--- src/rtl/seq_serial_adder.sv ---
// Bit-serial adder: WIDTH-cycle LSB-first add with carry, cout and ovf.
// Optional subtract mode via `define SERIAL_ADDER_SUB_EN (adds port sub).
module seq_serial_adder #(
    parameter int WIDTH = 8
) (
    input  logic             clk,
    input  logic             rst_n,
    input  logic             start,
    input  logic [WIDTH-1:0] a,
    input  logic [WIDTH-1:0] b,
    input  logic             cin,
`ifdef SERIAL_ADDER_SUB_EN
    input  logic             sub,
`endif
    output logic             busy,
    output logic             done,
    output logic [WIDTH-1:0] sum,
    output logic             cout,
    output logic             ovf
);

    localparam int CW = $clog2(WIDTH);
    localparam logic [CW-1:0] LAST = CW'(WIDTH - 1);

    typedef enum logic [1:0] {
        IDLE,
        RUN,
        DONE
    } state_t;

    state_t           state_q, state_d;
    logic [WIDTH-1:0] a_q, a_d;
    logic [WIDTH-1:0] b_q, b_d;
    logic             c_q, c_d;
    logic [WIDTH-1:0] acc_q, acc_d;
    logic [CW-1:0]    cnt_q, cnt_d;
    logic [WIDTH-1:0] sum_q, sum_d;
    logic             cout_q, cout_d;
    logic             ovf_q, ovf_d;

    logic             bit_s;
    logic             bit_c;
    logic [WIDTH-1:0] b_load;
    logic             c_load;

    // One full-adder slice on the current LSBs and the running carry
    always_comb begin
        bit_s = a_q[0] ^ b_q[0] ^ c_q;
        bit_c = (a_q[0] & b_q[0]) | (a_q[0] & c_q) | (b_q[0] & c_q);
    end

    // Operand/carry values captured on the accepting edge
`ifdef SERIAL_ADDER_SUB_EN
    always_comb begin
        b_load = sub ? ~b : b;
        c_load = sub ? 1'b1 : cin;
    end
`else
    always_comb begin
        b_load = b;
        c_load = cin;
    end
`endif

    // Next-state and datapath update for IDLE/RUN/DONE
    always_comb begin
        state_d = state_q;
        a_d     = a_q;
        b_d     = b_q;
        c_d     = c_q;
        acc_d   = acc_q;
        cnt_d   = cnt_q;
        sum_d   = sum_q;
        cout_d  = cout_q;
        ovf_d   = ovf_q;
        unique case (state_q)
            IDLE: begin
                if (start) begin
                    a_d     = a;
                    b_d     = b_load;
                    c_d     = c_load;
                    acc_d   = '0;
                    cnt_d   = '0;
                    state_d = RUN;
                end
            end
            RUN: begin
                acc_d = {bit_s, acc_q[WIDTH-1:1]};
                a_d   = a_q >> 1;
                b_d   = b_q >> 1;
                c_d   = bit_c;
                cnt_d = cnt_q + 1'b1;
                if (cnt_q == LAST) begin
                    // c_q is the carry into the MSB on this step
                    sum_d   = {bit_s, acc_q[WIDTH-1:1]};
                    cout_d  = bit_c;
                    ovf_d   = c_q ^ bit_c;
                    state_d = DONE;
                end
            end
            DONE: begin
                state_d = IDLE;
            end
            default: begin
                state_d = IDLE;
            end
        endcase
    end

    // State and datapath registers, cleared asynchronously
    always_ff @(posedge clk or negedge rst_n) begin
        if (!rst_n) begin
            state_q <= IDLE;
            a_q     <= '0;
            b_q     <= '0;
            c_q     <= 1'b0;
            acc_q   <= '0;
            cnt_q   <= '0;
            sum_q   <= '0;
            cout_q  <= 1'b0;
            ovf_q   <= 1'b0;
        end else begin
            state_q <= state_d;
            a_q     <= a_d;
            b_q     <= b_d;
            c_q     <= c_d;
            acc_q   <= acc_d;
            cnt_q   <= cnt_d;
            sum_q   <= sum_d;
            cout_q  <= cout_d;
            ovf_q   <= ovf_d;
        end
    end

    // Status decoded from the state register; results straight from flops
    always_comb begin
        busy = (state_q != IDLE);
        done = (state_q == DONE);
        sum  = sum_q;
        cout = cout_q;
        ovf  = ovf_q;
    end

endmodule
--- config.mk ---
export PLATFORM = sky130hd
export DESIGN_NAME = seq_serial_adder
export DESIGN_NICKNAME = d
export VERILOG_FILES = /design/src/rtl/seq_serial_adder.sv
export SDC_FILE = /design/constraint.sdc
export NUM_CORES = 1
export LEC_CHECK = 0
export CELL_PAD_IN_SITES_DETAIL_PLACEMENT = 0
export CELL_PAD_IN_SITES_GLOBAL_PLACEMENT = 1
export CORE_ASPECT_RATIO = 0.5
export CORE_MARGIN = 1
export CORE_UTILIZATION = 40
export CTS_BUF_LIST = sky130_fd_sc_hd__clkbuf_2
export CTS_CLUSTER_DIAMETER = 120
export DETAILED_ROUTE_END_ITERATION = 6
export PLACE_DENSITY = 0.81
export SYNTH_ARGS = -nofsm -noshare
export SYNTH_HDL_FRONTEND = slang
export SYNTH_SLANG_ARGS = --single-unit
--- constraint.sdc ---
create_clock -name clk -period 1.85 [get_ports clk]
set_input_delay 0.37 -clock clk [delete_from_list [all_inputs] [get_ports clk]]
set_output_delay 0.37 -clock clk [all_outputs]
set_load 0.02 [all_outputs]
==> run metrics, run 1 <==
highest fanout seen on the critical path=6; endpoints failing setup=0; synthesized instance count=149; io pins=32; post-synthesis register bit count=39; overall die width=96.8 um; routed via count=1,275; Buffers on Ports=31; Syn Nets=172; cell type with the highest aggregate area in the netlist=sky130_fd_sc_hd__dfrtp_1; path category of the worst min-delay check=in -> async; xor/xnor share of the synthesized area=0.00487; relative max-transition margin=0.296; sum of routed wire length over all layers=3410 um; count of nets left with antenna violations after detail routing=0; largest voltage drop on the vdd net=0.785 mV; cell area after synthesis=1800 um^2; share of cells above drive strength 1=0.181; fin nets=210; antenna violations before repair=0; Post-synth top cells=sky130_fd_sc_hd__dfrtp_1, sky130_fd_sc_hd__inv_1, sky130_fd_sc_hd__a211oi_1, sky130_fd_sc_hd__nor3b_1, sky130_fd_sc_hd__nor4b_1; pin slew with the least headroom to its limit=1.06 ns; worst slack, placed=-0.185 ns; Worst Hold Slack=0.439 ns; clk root buf=sky130_fd_sc_hd__clkbuf_2; final period utilization=0.943; number of distinct standard cells referenced by the synthesized netlist=27; final cell count without fillers=242; Critical Path Sink Type=output port; clock latency on the worst-skew pair=0.37 ns; final routed DRC violation total=0; GRT Overall Usage=0.158; total grt overflow=0; placement row count=16; Adder-Cell Fraction of Synth Area=0.0251; number of placed instances with taps included=230; total half-perimeter wirelength after legalization and detailed placement=2310 um; Iter 0 DRT Violations=63; Die Ht=49.4 um; first-pass detailed-route iteration total=5; average via count per standard cell=5.27; clk_skew=0.00721 ns; number of clock sinks=39; Max H-tree Level=2; share of flip-flops with an asynchronous set or reset=1.00; clock period minus final worst setup slack=1.75 ns; number of endpoints with negative hold slack in the final report=0; placer congestion estimate=0.817; die area=4780 um^2; most frequently used cell type in the post-synthesis netlist=sky130_fd_sc_hd__dfrtp_1; worst setup path category=reg -> out; number of buffers created by CTS=5; Finished Core Util=0.552; Synth Area per Inst=12.1 um^2; Max Freq=573 MHz; wire length of the first global-routing pass=5830 um; sequential element share of the synthesized area=0.543; yosys warns=0; power density over the cells=1550 nW/um^2; least setup slack across all paths after layout=0.105 ns; maximum clock path buffer count=2; cells taking the most area after synthesis=sky130_fd_sc_hd__dfrtp_1, sky130_fd_sc_hd__mux2_2, sky130_fd_sc_hd__nor4b_1; initial core utilization=0.438; Synth Flop Type=sky130_fd_sc_hd__dfrtp_1; setup repair after global routing missed its margin=no; Routed wire per std cell=14.1 um; post-CTS clock slew at the launch and capture registers of the worst setup and hold paths=0.19 ns; outcome=finished clean; Synth Area in Compound Gates=0.130; CP arrival=1.38 ns; Critical Path Source Type=flop; required time reported for the critical path endpoint=1.48 ns; Leak=0.00101 uW; final max-slew violation count=0; Simple-Gate Fraction of Synth Area=0.148; number of max-cap violations=0; multiplexer fraction of the synthesized cell area=0.0689; maximum number of pins on one net before global-route repair=27; number of synthesized flops with an enable pin=0; TritonCTS clock tree=done; Inserted Diodes=0; via count of the first global-routing pass=1,240; CORE AREA=4100 um^2; layout-stage area growth over the synthesis result=26.0%; largest family of logic cells by synthesized area=simple AND/OR/NAND/NOR gates; area share of the leading cell type in the synthesized netlist=0.543
[registers in the layout, indices dropped and copies added (netlist names)]
register and cells:
cout 1, c_q 1, acc_q 7, a_q 8
sum 8, b_q 8, cnt_q 3, state_q 2
ovf 1
[cell usage in the layout, fill, tap and decap left out, types with 2 or more instances in the layout]
cell / synthesis / final
sky130_fd_sc_hd__dfrtp_1: 39 / 38
sky130_fd_sc_hd__clkdlybuf4s50_1: 0 / 28
sky130_fd_sc_hd__inv_1: 19 / 19
sky130_fd_sc_hd__nor4b_1: 12 / 12
sky130_fd_sc_hd__nor3b_1: 12 / 12
sky130_fd_sc_hd__a211oi_1: 12 / 12
sky130_fd_sc_hd__mux2_2: 11 / 11
sky130_fd_sc_hd__a22o_1: 9 / 9
sky130_fd_sc_hd__buf_4: 4 / 9
sky130_fd_sc_hd__clkbuf_2: 1 / 6
sky130_fd_sc_hd__nor2b_1: 4 / 4
sky130_fd_sc_hd__a222oi_1: 3 / 3
sky130_fd_sc_hd__nand2_1: 2 / 2
sky130_fd_sc_hd__nand2b_1: 2 / 2
sky130_fd_sc_hd__ha_1: 2 / 2
sky130_fd_sc_hd__dlygate4sd2_1: 0 / 2
[stage by stage]
stage	power (uW)	TNS [ns]	instance area [um^2]
finish	3500	0	2260
global route	3770	0	2260
CTS	3510	0	2240
detailed placement	3010	-3.48	2170
global placement	2970	-2.38	2170
floorplan	2510	0	1800
[logic make-up after synthesis]
family / Yosys count
buffers and inverters: 31
flip-flops: 39
AND/OR/NAND/NOR: 36
AO/OA/AOI/OAI: 28
adder cells (fa/ha/maj): 3
XOR/XNOR: 1
multiplexers: 11
[worst paths after layout]
| path | endpoint | slack, ns | cells past startpoint | start |
|---|---|---|---|---|
| max | done | 0.10 | 2 | state_q[0]$_DFFE_PN0P_ |
| min | sum[6]$_DFFE_PN0P_ | 0.44 | 2 | rst_n |
| max reg2reg | b_q[6]$_DFFE_PN0P_ | 0.14 | 2 | state_q[0]$_DFFE_PN0P_ |
| min reg2reg | b_q[7]$_DFFE_PN0P_ | 0.53 | 2 | b_q[7]$_DFFE_PN0P_ |
| max in group asynchronous | sum[5]$_DFFE_PN0P_ | 0.95 | 3 | rst_n |
| min in group clk | b_q[7]$_DFFE_PN0P_ | 0.53 | 2 | b_q[7]$_DFFE_PN0P_ |
[final cells by class]
| cell class | instances | area, um^2 |
|---|---|---|
| Fill cell | 345 | 1840 |
| Sequential cell | 39 | 977 |
| Multi-Input combinational cell | 79 | 679 |
| Timing Repair Buffer | 43 | 405 |
| Inverter | 19 | 71.3 |
| Tap cell | 54 | 67.6 |
| Clock inverter | 3 | 38.8 |
| Clock buffer | 5 | 25.0 |
[where the power goes]
group	leakage [uW]	internal (uW)	switching [uW]
clock network	0.0000404	223	270
registers	0.000470	1240	238
logic	0.000498	806	726
total	0.00101	2270	1230
[per-layer routing]
metal  vias up  track usage  part of all wire
li1        612            -                 -
met3         5       0.0487             0.045
met2        30        0.243              0.46
met5         -            0                 0
met4         0       0.0547             0.013
met1       628        0.213              0.49
[what timing repair did]
item	CTS	global route
hold endpoints to repair	18	0
setup buffers	0	3
resized for setup	3	1
endpoints found under the setup margin	2	3
hold buffers	1	0
[worst max-delay path, stage by stage (launching register included)]
cell	delay, ns
sky130_fd_sc_hd__dfrtp_2	0.50
sky130_fd_sc_hd__nor2b_1	0.16
sky130_fd_sc_hd__dlygate4sd2_1	0.35
No activity file was read; power rests on OpenSTA's default activity.
==> inputs of run 2 (changes only) <==
CTS_CLUSTER_DIAMETER = default   (was 120)
==> results of run 2 <==
No change in the layout: final DEF, timing and power equal those of run 1.
